===== src/rtl/grant_requester_pkg.sv =====
// Shared types and sizing for the grant requester and its per-channel logic.
package grant_requester_pkg;

  localparam int N     = 4;
  localparam int LEN_W = 4;

  typedef logic [LEN_W-1:0] len_t;

  typedef enum logic {
    IDLE   = 1'b0,
    ACTIVE = 1'b1
  } chan_state_t;

endpackage


===== src/rtl/grant_req_channel.sv =====
// One requester channel: START is accepted in IDLE, REQ is held for LEN+1 granted beats, then DONE pulses.
// REQ rises 1 cycle after START; a withheld grant simply stalls the burst with state and count frozen.
module grant_req_channel
  import grant_requester_pkg::*;
(
  input  logic clk,
  input  logic reset,
  input  logic start,
  input  len_t len,
  input  logic gnt,
  output logic req,
  output logic done
);

  chan_state_t state_q, state_d;
  len_t        rem_q, rem_d;
  logic        done_d;

  always_ff @(posedge clk) begin
    if (reset) begin
      state_q <= IDLE;
      rem_q   <= '0;
      done    <= 1'b0;
    end else begin
      state_q <= state_d;
      rem_q   <= rem_d;
      done    <= done_d;
    end
  end

  always_comb begin
    state_d = state_q;
    rem_d   = rem_q;
    done_d  = 1'b0;
    case (state_q)
      IDLE: begin
        if (start) begin
          state_d = ACTIVE;
          rem_d   = len;
        end
      end
      ACTIVE: begin
        // START is deliberately ignored here, including on the final beat.
        if (gnt) begin
          if (rem_q == '0) begin
            state_d = IDLE;
            done_d  = 1'b1;
          end else begin
            rem_d = rem_q - len_t'(1);
          end
        end
      end
      default: state_d = IDLE;
    endcase
  end

  assign req = (state_q == ACTIVE);

endmodule


===== src/rtl/grant_requester.sv =====
// N-channel requester facing a one-hot arbiter; flags multi-hot or unrequested grants as a sticky error.
// REQ/DONE registered per channel, BEAT combinational; channels stall while their grant is withheld.
module grant_requester
  import grant_requester_pkg::*;
(
  input  logic         clk,
  input  logic         reset,
  input  logic [N-1:0] start,
  input  len_t         len,
  input  logic [N-1:0] gnt,
  output logic [N-1:0] req,
  output logic [N-1:0] beat,
  output logic [N-1:0] done,
  output logic [N-1:0] busy,
  output logic         proto_err
);

  logic multi_gnt;
  logic stray_gnt;

  for (genvar i = 0; i < N; i++) begin : g_chan
    grant_req_channel u_chan (
      .clk   (clk),
      .reset (reset),
      .start (start[i]),
      .len   (len),
      .gnt   (gnt[i]),
      .req   (req[i]),
      .done  (done[i])
    );
  end

  assign beat = req & gnt;
  assign busy = req;

  // Clearing the lowest set bit leaves something only if two or more bits were set.
  assign multi_gnt = |(gnt & (gnt - N'(1)));
  assign stray_gnt = |(gnt & ~req);

  always_ff @(posedge clk) begin
    if (reset) begin
      proto_err <= 1'b0;
    end else if (multi_gnt || stray_gnt) begin
      proto_err <= 1'b1;
    end
  end

endmodule


===== config.mk =====
export PLATFORM = sky130hd
export DESIGN_NAME = grant_requester
export DESIGN_NICKNAME = d
export VERILOG_FILES = /design/src/rtl/grant_requester_pkg.sv /design/src/rtl/grant_req_channel.sv /design/src/rtl/grant_requester.sv
export SDC_FILE = /design/constraint.sdc
export NUM_CORES = 1
export LEC_CHECK = 0
export BUFFER_PORTS_ARGS = -buffer_cell sky130_fd_sc_hd__buf_2
export CAP_MARGIN = 30
export CORE_MARGIN = 2
export CORE_UTILIZATION = 54
export DETAILED_ROUTE_END_ITERATION = 7
export PLACE_DENSITY = 0.86
export SLEW_MARGIN = 10
export SYNTH_ARGS = -nofsm -noshare
export SYNTH_HDL_FRONTEND = slang
export SYNTH_SLANG_ARGS = --single-unit

===== constraint.sdc =====
create_clock -name clk -period 1.96 [get_ports clk]
set_clock_uncertainty 0.05 [all_clocks]
set_input_delay 0.392 -clock clk [delete_from_list [all_inputs] [get_ports clk]]
set_output_delay 0.392 -clock clk [all_outputs]
set_load 0.05 [all_outputs]

* After elaboration in Yosys (flattened, before gate mapping)
Cells that the tools add are included.
Cells by class: add/sub/neg operators 5, equality and inequality tests 12, mux-type cells 36, bitwise logic cells 12, reduce and logical (&&, ||, !) cells 15
Operators with widths (number):
- 2-to-1 mux 4 bit | 12
- case mux 4 bit (2 select lines) | 4
- != test 2 bit (second input constant) | 12
- subtractor 4 x 1 -> 4 bit (second input constant) | 5
- zero test 4 bit | 4
- 2-to-1 mux 1 bit | 16
- AND 4 bit | 3
- AND reduction 3 bit | 4
- OR reduction 3 bit | 4
- NOT 1 bit | 8
- case mux 1 bit (2 select lines) | 4
- OR reduction 4 bit | 2
- NOT 4 bit | 1
- logical OR 1 bit | 1
Storage, ports and cells: flip-flop bits (word level) 25, bits of input ports 14, output and inout port bits 17

* Depth between registers and ports, before layout
depth in word-level cells 4, depth in mapped cells 6, depth with buffers taken out 6

* Hierarchy
From an unflattened synthesis, not the netlist that was laid out.
Second synthesis, totals: cells, all modules 173, area, all modules 1544.0 sq um
Modules (own cells, without submodules):
- grant_req_channel | times used 4, cells an instance 39, area an instance 354.1 sq um, sequential area each 120.1 sq um
- grant_requester | times used 1, cells an instance 17, area an instance 127.6 sq um, sequential area each 20.0 sq um

* Worst setup path after synthesis
OpenSTA, ideal clock, no wires.
path kind flip-flop to flip-flop, start register g_chan[2].u_chan.rem_q[1], end register g_chan[2].u_chan.rem_q[1], library setup time 0.079 ns, arrival 1.398 ns, data required time 1.831 ns, slack 0.432 ns, stages on the path, launching flop included 7, path buffers 0, path through dfxtp_1 > inv_1 > ha_1 > or3b_4 > a31oi_4 > nor2_1 > a211oi_2
On the way: longest elaborated chain between the ends 4, elaborated cells between the ends (all ways) 7
RTL lines:
- from (decl) | RTL line grant_req_channel.sv:16 | len_t rem_q, rem_d;
- from (signal assigned) | RTL line grant_req_channel.sv:26 | rem_q <= rem_d;
- subtractor 4 x 1 -> 4 bit | RTL line grant_req_channel.sv:49 | rem_d = rem_q - len_t'(1);
- 2-to-1 mux 4 bit | RTL line grant_req_channel.sv:45 | if (rem_q == '0) begin
- 2-to-1 mux 4 bit | RTL line grant_req_channel.sv:44 | if (gnt) begin
- case mux 4 bit (2 select lines) | RTL line grant_req_channel.sv:35 | case (state_q)
Parallel ways exist; a longest one is shown, timed or not. The select of a mux whose other input is x is not followed. A chain may end at the register's enable or synchronous reset.

* Final worst setup path
start register g_chan[1].u_chan.state_q, end output port beat[1]
On the way: longest elaborated chain between the ends 1
RTL lines:
- from (decl) | RTL line grant_req_channel.sv:15 | chan_state_t state_q, state_d;
- from (signal assigned) | RTL line grant_req_channel.sv:25 | state_q <= state_d;
- AND 4 bit | RTL line grant_requester.sv:33 | assign beat = req & gnt;
- to (decl) | RTL line grant_requester.sv:12 | output logic [N-1:0] beat,
No other way between the ends.

==> qor.csv <==
stage,metric,value,unit
finish,final_cell_area,0.001629,mm2
worst_setup_path,critPathArrivalTime,1.31,ns
global_routing,grtUsageTotal,0.1804,
sta,min_period,1.754,ns
finish,area_growth,6.896,%
die,rows,19,
logic_synthesis,netlist.area_leader.share,0.3284,
placed_design,placed_cell_area,0.001599,mm2
clock_tree,cts_tree,built,
die,die_y,57.13,um
global_routing,antenna_found_initial,0,
logic_synthesis,ys_ff_latch,25,
worst_setup_path,cp-start-kind,flip-flop,
power_and_ir_drop,p_total,1.293,mW
placed_design,io_buffers,30,
die,coreArea,0.002710,mm2
sta,fin_ws,0.2062,ns
power_and_ir_drop,powerDensity,793.7,mW/mm2
detailed_routing,via_per_inst,5.601,
placed_design,gp_congestion,0.7529,
logic_synthesis,ys_warn_count,0,
die,die_width,57.13,um
logic_synthesis,synth_largest_area_cell,dfxtp_1,
sta,finalHoldViolations,0,
flow_run,drv_cap,0,
run_status,outcome,"finished, final reports clean",
sta,tightest_slew,0.5085,ns
clock_tree,clkSinkCount,25,
finish,final_nets,225,
sta,fin_setup_tns,0,ns
sta,maxSlewHeadroom,0.6610,
power_and_ir_drop,leakagePower,0.7088,nW
detailed_routing,first_pass_iters,4,
finish,drive_gt1_frac,0.2228,
placed_design,dp.cells,229,
placed_design,place_hpwl,2052,um
logic_synthesis,netlist_top_cells_area,"dfxtp_1 (33%), ha_1 (6.6%), buf_4 (5.9%), a21oi_1 (5.3%), a31oi_4 (4.2%)",
clock_tree,root_buffer,clkbuf_4,
worst_setup_path,crit_type,flip-flop to output pin,
finish,antennaDiodeCount,0,
sta,report.final.slew_viol_count,0,
clock_tree,clk_latency,0.32,ns
clock_tree,ctsHoldBuffers,0,
sta,rsz0062_at_grt,false,
worst_setup_path,worstPathRequired,1.52,ns
finish,final_util,0.6011,
sta,setup_viol,0,
detailed_routing,vias,1305,
power_and_ir_drop,peakVddDrop,0.4943,mV
global_routing,grt_pass1_vias,1146,
sta,whs,0.2408,ns
logic_synthesis,syn-num-nets,208,
finish,fill_cells,240,
clock_tree,cts_buffers,3,
detailed_routing,wl_per_cell,12.14,um
finish,stdcell_count,233,
detailed_routing,routed_wl,2829,um
logic_synthesis,syn-cell-area,0.001524,mm2
detailed_routing,drc,0,
clock_tree,clock_path_buffers,2,
hold_path,min-delay-path-class,input port to flip-flop,
global_routing,overflow,0,
clock_tree,htreeDepth,1,
global_routing,grt_start_max_net_pins,30,
global_routing,grt_pass1_wl,4754,um
placed_design,preCtsSetupSlack,0.2811,ns
die,ios,31,
worst_setup_path,cp-end-kind,output pin,
worst_setup_path,crit_fanout,16,
logic_synthesis,avgSynthCellArea,8.193,um2
detailed_routing,drt_first_iter_violations,21,
detailed_routing,postRouteAntennaNets,0,
sta,finalCritPeriodShare,0.8948,
logic_synthesis,synth_cells,186,
sta,fmax,0.5702,GHz
die,die-area,0.003263,mm2
die,start_util,0.5623,
logic_synthesis,synth.distinct_cells,33,
logic_synthesis,synth-seq-area-share,0.3284,
clock_tree,clk_pin_slew_worst_paths,0.14,ns
==> cells in the final DEF, fill, tap and decap left out <==
cell type / count
a31oi_1: 1
o31a_1: 2
dfxtp_2: 3
a2bb2oi_1: 1
or3_1: 7
a311oi_1: 1
nor4_1: 1
a211oi_2: 1
buf_4: 1
nor3b_1: 1
mux2i_1: 3
or3b_4: 3
a21oi_1: 16
nor2_1: 15
ha_1: 8
nand2b_1: 7
a211o_1: 2
nand3_1: 1
clkbuf_4: 3
dfxtp_1: 22
clkbuf_1: 1
o32ai_1: 4
o21ai_0: 8
nor3_1: 3
nand2_1: 15
buf_2: 30
o2bb2ai_1: 1
nand3b_1: 1
a31oi_4: 3
nor2b_1: 9
nor3b_2: 1
o22ai_1: 8
a21boi_0: 1
o211ai_1: 1
inv_1: 17
==> timing repair <==
action,CTS,global route
resized for setup,0,3
setup buffers,0,0
endpoints found under the setup margin,0,3
==> metal layers <==
layer  track usage  wire length (um)  up-vias  part of all wire
li1              -                 -      664                 -
met4       0.05316                25        0            0.0088
met2        0.3202              1349       30              0.48
met3       0.03401               155        4             0.055
met5             0                 0        -                 0
met1        0.2216              1298      607              0.46
==> state kept, by name, indices dropped and copies added, names as in the netlist <==
signal,cells
g_chan.u_chan.rem_q,16
g_chan.u_chan.done,4
g_chan.u_chan.req,4
proto_err,1
==> critical path, stage by stage (launching register included) <==
cell,delay [ns]
dfxtp_2,0.53
nand2_1,0.14
inv_1,0.07
buf_2,0.25
==> kinds of logic (layout without fill, tap and decap cells) <==
family / count (synthesis) / in the layout / share of synthesized area
buffers and inverters: 36 / 52 / 0.1215
AOI/OAI and AO/OA: 50 / 50 / 0.2389
and+or+nand+nor: 64 / 64 / 0.2258
adders and majority gates: 8 / 8 / 0.06568
DFF: 25 / 25 / 0.3284
muxes: 3 / 3 / 0.01971
==> synth_stat cells, drive strengths merged <==
master    n
o2bb2ai   1
a2bb2oi   1
nand3b    1
nor3b     2
or3       7
o21ai     8
dfxtp    25
nand3     1
ha        8
a21boi    1
nor4      1
a211o     2
a21oi    16
inv      17
or3b      3
nor2     15
a311oi    1
clkbuf    3
buf      16
o211ai    1
o32ai     4
o31a      2
a31oi     4
o22ai     8
mux2i     3
a211oi    1
nor3      3
nand2    15
nand2b    7
nor2b     9
==> cell type report <==
cell class	count	area, um2	share of cell area
inverters	17	63.81	0.03917
well taps	31	38.79	0.02381
flip-flops and latches	25	504.2	0.3095
multi-input cells	125	838.3	0.5146
repair buffers	31	157.7	0.09677
clock buffers	4	26.28	0.01613
==> worst paths after layout <==
path	start	cells after the start	to	slack, ns
worst max register to register	g_chan[2].u_chan.rem_q[1]	6	g_chan[2].u_chan.rem_q[2]	0.27
worst min-delay path	gnt[3]	2	g_chan[3].u_chan.req	0.24
worst max-delay path	g_chan[1].u_chan.req	3	beat[1]	0.21
worst min register to register	proto_err	2	proto_err	0.42
==> where the power goes <==
| group | internal (mW) | switching (mW) |
|---|---|---|
| Clock | 0.0797 | 0.161 |
| Sequential | 0.557 | 0.0555 |
| Combinational | 0.173 | 0.266 |
Note: power is estimated with default switching activity, not from simulation.
